**src/rtl/pe_traffic_gen.sv**
```systemverilog
`default_nettype none
// ============================================================================
// Module   : pe_traffic_gen
// Purpose  : NoC endpoint traffic generator and sink for the tree NoC.
//            Injects {dest, timestamp} packets into its router port using a
//            run-time selectable destination pattern, a programmable
//            injection gap and a packet limit. Sinks every packet offered by
//            the router and counts received and misrouted packets.
// Ports    : clk, rst              - clock, synchronous active-high reset
//            i_enable              - allow injection of the next packet
//            i_mode                - destination pattern select
//            i_inj_gap             - idle (valid low) cycles between packets
//            o_data/o_data_valid/i_data_ready - TX handshake to router
//            i_data/i_data_valid/o_data_ready - RX handshake from router
//            o_tx_count, o_rx_count, o_misroute_count, o_done_tx - status
//            o_lat_sum, o_lat_max  - latency statistics (optional)
// Options  : define PE_LATENCY_STATS_EN to add the latency statistics ports.
// Revision : 1.0 - initial release
// ============================================================================
module pe_traffic_gen #(
   parameter int Address      = 0,
   parameter int NumPE        = 16,
   parameter int AddressWidth = 4,
   parameter int DataWidth    = 32,
   parameter int PktLimit     = 100
) (
   input  logic                              clk,
   input  logic                              rst,
   input  logic                              i_enable,
   input  logic [2:0]                        i_mode,
   input  logic [15:0]                       i_inj_gap,
   output logic [AddressWidth+DataWidth-1:0] o_data,
   output logic                              o_data_valid,
   input  logic                              i_data_ready,
   input  logic [AddressWidth+DataWidth-1:0] i_data,
   input  logic                              i_data_valid,
   output logic                              o_data_ready,
   output logic [31:0]                       o_tx_count,
   output logic [31:0]                       o_rx_count,
   output logic [15:0]                       o_misroute_count,
   output logic                              o_done_tx
`ifdef PE_LATENCY_STATS_EN
   ,
   output logic [DataWidth+15:0]             o_lat_sum,
   output logic [DataWidth-1:0]              o_lat_max
`endif
);

   localparam int AW = AddressWidth;
   localparam int DW = DataWidth;
   localparam int HALF_AW = AW / 2;

   localparam logic [AW-1:0] ADDR         = AW'(Address);
   localparam logic [AW:0]   NUM_PE       = (AW+1)'(NumPE);
   localparam logic [AW-1:0] DEST_TORNADO = AW'((Address + (NumPE + 1) / 2) % NumPE);
   localparam logic [AW-1:0] DEST_NEIGH   = AW'((Address + 1) % NumPE);
   localparam logic [31:0]   PKT_LIMIT    = 32'(PktLimit);
   // Seed is Address+1 so that PE 0 does not start in the all-zero lock-up state.
   localparam logic [15:0]   LFSR_SEED    = 16'(Address + 1);

   typedef enum logic [1:0] {
      ST_IDLE = 2'd0,
      ST_SEND = 2'd1,
      ST_GAP  = 2'd2,
      ST_DONE = 2'd3
   } state_e;

   state_e               state_q;
   logic [AW+DW-1:0]     data_q;
   logic                 data_valid_q;
   logic                 data_ready_q;
   logic [31:0]          tx_count_q;
   logic [31:0]          rx_count_q;
   logic [15:0]          misroute_count_q;
   logic                 done_q;
   logic [15:0]          gap_cnt_q;
   logic [15:0]          lfsr_q;
   logic [DW-1:0]        ts_q;

   logic [15:0]          lfsr_d;
   logic [AW:0]          rand_ext_d;
   logic [AW-1:0]        rev_d;
   logic [AW-1:0]        rot_d;
   logic [AW-1:0]        trn_d;
   logic [AW-1:0]        dest_d;
   logic [31:0]          tx_count_d;

   // Destination selection for a packet generated on the coming edge.
   always_comb begin
      // Fibonacci LFSR, taps 16,14,13,11.
      lfsr_d     = {lfsr_q[14:0], lfsr_q[15] ^ lfsr_q[13] ^ lfsr_q[12] ^ lfsr_q[10]};
      // Low LFSR bits folded once into 0..NumPE-1 (NumPE > 2**(AW-1) makes one fold enough).
      rand_ext_d = {1'b0, lfsr_q[AW-1:0]};
      if (rand_ext_d >= NUM_PE) begin
         rand_ext_d = rand_ext_d - NUM_PE;
      end
      rev_d      = {<<{ADDR}};
      rot_d      = (ADDR >> 1) | (ADDR << (AW - 1));
      trn_d      = (ADDR >> HALF_AW) | (ADDR << (AW - HALF_AW));
      tx_count_d = tx_count_q + 32'd1;
      case (i_mode)
         3'd0:    dest_d = rand_ext_d[AW-1:0];
         3'd1:    dest_d = ~ADDR;
         3'd2:    dest_d = rev_d;
         3'd3:    dest_d = rot_d;
         3'd4:    dest_d = trn_d;
         3'd5:    dest_d = DEST_TORNADO;
         default: dest_d = DEST_NEIGH;
      endcase
   end

   always_ff @(posedge clk) begin
      if (rst) begin
         state_q          <= ST_IDLE;
         data_q           <= '0;
         data_valid_q     <= 1'b0;
         data_ready_q     <= 1'b0;
         tx_count_q       <= '0;
         rx_count_q       <= '0;
         misroute_count_q <= '0;
         done_q           <= 1'b0;
         gap_cnt_q        <= '0;
         lfsr_q           <= LFSR_SEED;
         ts_q             <= '0;
      end else begin
         ts_q         <= ts_q + 1'b1;
         data_ready_q <= 1'b1;

         if (i_data_valid) begin
            rx_count_q <= rx_count_q + 32'd1;
            if (i_data[DW +: AW] != ADDR && misroute_count_q != 16'hFFFF) begin
               misroute_count_q <= misroute_count_q + 16'd1;
            end
         end

         case (state_q)
            ST_IDLE: begin
               if (i_enable) begin
                  data_q       <= {dest_d, ts_q};
                  data_valid_q <= 1'b1;
                  lfsr_q       <= lfsr_d;
                  state_q      <= ST_SEND;
               end
            end
            ST_SEND: begin
               if (data_valid_q && i_data_ready) begin
                  tx_count_q <= tx_count_d;
                  if (PKT_LIMIT != 32'd0 && tx_count_d == PKT_LIMIT) begin
                     data_valid_q <= 1'b0;
                     done_q       <= 1'b1;
                     state_q      <= ST_DONE;
                  end else if (i_inj_gap == 16'd0 && i_enable) begin
                     // Back-to-back: next packet replaces the accepted one.
                     data_q       <= {dest_d, ts_q};
                     lfsr_q       <= lfsr_d;
                  end else begin
                     data_valid_q <= 1'b0;
                     gap_cnt_q    <= i_inj_gap;
                     state_q      <= ST_GAP;
                  end
               end
            end
            ST_GAP: begin
               if (gap_cnt_q != 16'd0) begin
                  gap_cnt_q <= gap_cnt_q - 16'd1;
               end
               // Firing at count 1 yields exactly i_inj_gap low cycles; count 0
               // covers a zero gap that was entered only because enable was low.
               if (gap_cnt_q <= 16'd1 && i_enable) begin
                  data_q       <= {dest_d, ts_q};
                  data_valid_q <= 1'b1;
                  lfsr_q       <= lfsr_d;
                  state_q      <= ST_SEND;
               end
            end
            ST_DONE: begin
               done_q <= 1'b1;
            end
            default: begin
               state_q <= ST_IDLE;
            end
         endcase
      end
   end

   assign o_data           = data_q;
   assign o_data_valid     = data_valid_q;
   assign o_data_ready     = data_ready_q;
   assign o_tx_count       = tx_count_q;
   assign o_rx_count       = rx_count_q;
   assign o_misroute_count = misroute_count_q;
   assign o_done_tx        = done_q;

`ifdef PE_LATENCY_STATS_EN
   logic [DW+15:0] lat_sum_q;
   logic [DW-1:0]  lat_max_q;
   logic [DW-1:0]  lat_d;
   logic [DW+16:0] lat_sum_ext_d;

   // Latency in ts ticks, modulo 2**DW so a wrapped timestamp still works.
   always_comb begin
      lat_d         = ts_q - i_data[DW-1:0];
      lat_sum_ext_d = {1'b0, lat_sum_q} + {17'd0, lat_d};
   end

   always_ff @(posedge clk) begin
      if (rst) begin
         lat_sum_q <= '0;
         lat_max_q <= '0;
      end else if (i_data_valid) begin
         lat_sum_q <= lat_sum_ext_d[DW+16] ? '1 : lat_sum_ext_d[DW+15:0];
         if (lat_d > lat_max_q) begin
            lat_max_q <= lat_d;
         end
      end
   end

   assign o_lat_sum = lat_sum_q;
   assign o_lat_max = lat_max_q;
`else
   // Payload timestamp is only consumed by the latency statistics.
   logic unused_payload;
   assign unused_payload = ^i_data[DW-1:0];
`endif

endmodule
`default_nettype wire

```
**config.mk**
```make
export PLATFORM = sky130hd
export DESIGN_NAME = pe_traffic_gen
export DESIGN_NICKNAME = d
export VERILOG_FILES = /design/src/rtl/pe_traffic_gen.sv
export SDC_FILE = /design/constraint.sdc
export NUM_CORES = 1
export LEC_CHECK = 0
export ABC_AREA = 1
export CAP_MARGIN = 20
export CORE_AREA = 2 2 180 182
export DETAILED_ROUTE_END_ITERATION = 6
export DIE_AREA = 0 0 182 184
export GPL_TIMING_DRIVEN = 0
export PLACE_DENSITY_LB_ADDON = 0.05
export SETUP_SLACK_MARGIN = 0.1
export SLEW_MARGIN = 20
export SYNTH_ARGS = -nofsm -noshare
export SYNTH_HDL_FRONTEND = slang
export SYNTH_SLANG_ARGS = --single-unit
```
**constraint.sdc**
```tcl
create_clock -name clk -period 5.4 [get_ports clk]
set_input_delay 0.54 -clock clk [delete_from_list [all_inputs] [get_ports clk]]
set_output_delay 0.54 -clock clk [all_outputs]
set_load 0.05 [all_outputs]
```
# Word-level counts from Yosys, hierarchy flattened
# Index checks and enable logic that the tools add are counted.
# word_totals
ff_bits,185
input_bits,60
output_inout_bits,119
word_cells,92
# classes
n_addsub,5
magnitude_cmp,1
eq_ne,19
muxes,34
n_bitwise,3
reduce_logical,19
# op_table
operator,count
36-bit two-way mux,5
16-bit two-way mux,9
36-bit case mux with 3 select lines,1
32-bit by 1-bit adder with 32-bit output (second input constant),3
16-bit case mux with 3 select lines,1
32-bit by 7-bit equality test with 1-bit output (second input constant),1
16-bit case mux with 2 select lines,1
16-bit by 1-bit adder with 16-bit output (second input constant),1
16-bit by 1-bit less-or-equal comparator with 1-bit output (second input constant),1
16-bit zero test,1
16-bit inequality test (second input constant),1
2-bit inequality test (second input constant),8
4-bit case mux with 4 select lines,1
16-bit nonzero test,1
16-bit by 1-bit subtractor with 16-bit output (second input constant),1
2-bit two-way mux,5
5-bit AND reduction,2
1-bit two-way mux,8
3-bit by 2-bit equality test with 1-bit output (second input constant),2
3-bit equality test (second input constant),2
2-bit case mux with 3 select lines,1
6-bit AND reduction,1
2-bit equality test (second input constant),2
1-bit logical AND,4
other kinds (14),18

# Longest topological paths before layout
# logic_depth
word_depth,7
ltp_mapped,18
ltp_nobuf,17

# Worst setup path before layout
# Ideal clock, no wire load.
# synth_path
path_kind,reg2reg
startpoint,register tx_count_q[1] (netlist: o_tx_count[1])
endpoint,register data_q[12] (netlist: o_data[12])
arrival_ns,2.467
slack_ns,2.801
path_stages_with_launch,18
n_path_buf,1
cell_sequence,dfxtp_1 -> ha_1 -> inv_1 -> nor2_4 -> nand2_2 -> nor2_4 -> nand2_1 -> nand2_1 -> nand2_1 -> nor2_1 -> nand2_1 -> nor2_2 -> nand4_2 -> nand3_4 -> inv_2 -> buf_2 -> nand2_1 -> a21oi_1
# synth_between
elab_chain_len,4
# synth_rtl
element,line_no,text
from (decl),72,logic [31:0] tx_count_q;
from (signal assigned),147,tx_count_q <= tx_count_d;
32-bit by 1-bit adder with 32-bit output,100,tx_count_d = tx_count_q + 32'd1;
32-bit by 7-bit equality test with 1-bit output,148,if (PKT_LIMIT != 32'd0 && tx_count_d == PKT_LIMIT) begin
2-bit inequality test (no line),--,
6-bit AND reduction (no line),--,
to (signal assigned),139,"data_q <= {dest_d, ts_q};"
to (signal assigned),154,"data_q <= {dest_d, ts_q};"
to (signal assigned),170,"data_q <= {dest_d, ts_q};"
to (decl),69,logic [AW+DW-1:0] data_q;
# No other way between the ends.
# A chain may end at the register's enable or synchronous reset.

==> impl_metrics.json <==
{
  "rsz0062_at_grt": "no",
  "arrival_ns": 3.22,
  "slew_viol_final": 0,
  "die_area_um2": 33500,
  "post-cts-setup-buffer-count": 0,
  "grt_overflow_total": 0,
  "antenna_found_initial": 0,
  "synth_fp_nets": 1505,
  "clk_latency_ns": 0.45,
  "syn_area_um2": 9360,
  "max_freq_ghz": 0.343,
  "cap_violations": 0,
  "diodes": 0,
  "ys_warn_count": 0,
  "wl_um": 30200,
  "num_vias": 9503,
  "fin_skew_ns": 0.0166,
  "critPathRequiredTime_ns": 5.70,
  "start_util_pct": 29.8,
  "setup_viol_count_final": 0,
  "dr.first_iter.drc_count": 580,
  "clock_sinks": 185,
  "antenna_left": 0,
  "wl_per_cell_um": 15.0,
  "ctsRootBufferMaster": "clkbuf_16",
  "die_w_um": 182,
  "synth_edf_count": 0,
  "syn_area_per_cell_um2": 6.51,
  "cts_buffer_depth": 2,
  "firstDrtPassIters": 5,
  "route.detailed.drc": 0,
  "ys_types": 39,
  "synth_flop_cell": "dfxtp_1",
  "p_leak_nw": 4.47,
  "grtUsageTotal_pct": 18.2,
  "ys_ff_latch": 185,
  "cts_tree": "yes",
  "synthArstFlopShare_pct": 0,
  "grt_max_degree": 18,
  "clkTransAtPathRegs_ns": 0.07,
  "cp_max_fo": 8,
  "dpl.hpwl_um": 22700,
  "avgViaCountPerCell": 4.71,
  "post-route-min-period_ns": 2.91,
  "ys_seq_area_share_pct": 39.6,
  "area_growth_pct": 27.0,
  "io_pins": 179,
  "hold_class": "reg -> reg",
  "hold_viol": 0,
  "drive_above_1_share_pct": 4.09,
  "layout.nets": 1669,
  "rows": 65,
  "irDropWorstVdd_mv": 0.230,
  "grt_pass1_wl_um": 47900,
  "coreArea_um2": 31400,
  "finalCritPeriodShare_pct": 53.9,
  "gp_congestion": 0.858,
  "htreeDepth": 4,
  "cts_resized": 0,
  "worstMarginPinSlew_ns": 0.853,
  "power-per-cell-area_nw_per_um2": 357,
  "tns_ns": 0,
  "port_buffers": 145,
  "die_y_um": 184,
  "slew_headroom_pct": 43.2,
  "fillers": 3404,
  "outcome": "finished, final reports clean",
  "grt_pass1_vias": 8972,
  "syn_inst": 1439,
  "hold_buffers": 0,
  "whs_ns": 0.462,
  "end_kind": "flop",
  "numCtsBuffers": 17,
  "critical_path_class": "in -> reg",
  "cp-start-kind": "input pin"
}
[synthesized netlist by cell type (2+ instances only)]
cell type / count / share of area (%)
a211oi_1: 4 / 0.32
a21oi_1: 144 / 7.7
a221oi_1: 2 / 0.19
a31oi_1: 8 / 0.53
buf_1: 3 / 0.12
buf_2: 8 / 0.43
buf_4: 4 / 0.32
clkbuf_1: 27 / 1.1
dfxtp_1: 185 / 40
ha_1: 6 / 0.80
inv_1: 187 / 7.5
inv_2: 4 / 0.16
nand2_1: 371 / 15
nand2_2: 2 / 0.13
nand3_1: 73 / 3.9
nand4_1: 28 / 1.9
nor2_1: 186 / 7.5
nor2_2: 4 / 0.27
nor2_4: 8 / 0.96
nor3_1: 36 / 1.9
nor3b_1: 5 / 0.40
nor4_1: 16 / 1.1
o211ai_1: 4 / 0.32
o21a_1: 5 / 0.40
o21ai_0: 79 / 4.2
o21ai_1: 6 / 0.32
o31ai_1: 2 / 0.16
xnor2_1: 9 / 0.84
xor2_1: 13 / 1.2
[critical path, cell delays in order]
cell and delay (ns):
clkdlybuf4s50_1 0.63, inv_1 0.19, nor2_1 0.24, nand2_1 0.13, nor2_1 0.14, inv_1 0.08
nor2_1 0.32, nand4_1 0.18, nor2_1 0.37, inv_1 0.11, nor4_1 0.23, nor3_1 0.08
[metal layers]
metal / vias up / global-route usage [%] / wire (um)
met4: 0 / 4.42 / 340
met5: - / 0 / 0
met2: 199 / 30.1 / 13800
met3: 21 / 3.53 / 1300
li1: 4983 / - / -
met1: 4300 / 24.5 / 14800
[kinds of logic (layout without fill, tap and decap cells)]
logic type	after synthesis	in the layout	share of synthesized area, %
AOI/OAI and AO/OA	256	256	14.3
buffers and inverters	235	411	9.77
xor gates and xnor gates	22	22	2.06
and+or+nand+nor	735	735	33.5
DFF	185	185	39.6
adders and majority gates	6	6	0.802
[power breakdown]
group          internal [mW]  switching (mW)  total [mW]
Sequential              1.47           0.113        1.59
Combinational          0.433           0.951        1.38
Clock                  0.661           0.610        1.27
Total                   2.57            1.67        4.24
[layout make-up]
type	count	area [um2]	share of cell area, %
flip-flops and latches	185	3700	31.1
repair buffers	145	1450	12.2
clock inverters	13	135	1.14
well taps	402	503	4.23
plain buffers	43	194	1.63
inverters	192	721	6.06
multi-input cells	1019	4740	39.9
clock buffers	18	439	3.69
[per-stage QoR]
step / utilization, % / setup slack [ns] / cell area, um2 / cells / total power [mW]
after CTS: 37.9 / 2.52 / 11900 / 2017 / 4.31
after floorplan: - / 2.80 / 9360 / 1439 / 2.57
after global placement: 36.1 / 2.06 / 11300 / 1986 / 3.02
final: 37.9 / 2.49 / 11900 / 2017 / 4.24
after global routing: 37.9 / 2.19 / 11900 / 2017 / 4.54
after detailed placement: 36.1 / 2.06 / 11300 / 1986 / 3.01
[registers in the layout, indices dropped and copies added (netlist names)]
name              count
gap_cnt_q            16
lfsr_q               16
o_data               36
o_data_ready          1
o_data_valid          1
o_done_tx             1
o_misroute_count     16
o_rx_count           32
o_tx_count           32
state_q               2
ts_q                 32
[placed cells by master, fill, tap and decap left out, types with 17 or more instances in the layout]
master           count
a21oi_1            144
nand3_1             73
dfxtp_1            185
nand2_1            371
o21ai_0             79
nor2_1             186
nand4_1             28
clkbuf_1            27
clkbuf_16           17
clkdlybuf4s50_1    145
nor3_1              36
inv_1              187
[worst paths after layout]
path	startpoint	endpoint	slack (ns)	depth (start not counted)
setup / recovery	i_data_valid	o_rx_count[27]	2.49	12
hold / removal	o_data[11]	o_data[11]	0.46	2
setup reg to reg	o_tx_count[0]	o_data[4]	2.56	17
hold reg to reg	o_data[11]	o_data[11]	0.46	2
No activity file was read; power rests on OpenSTA's default activity.
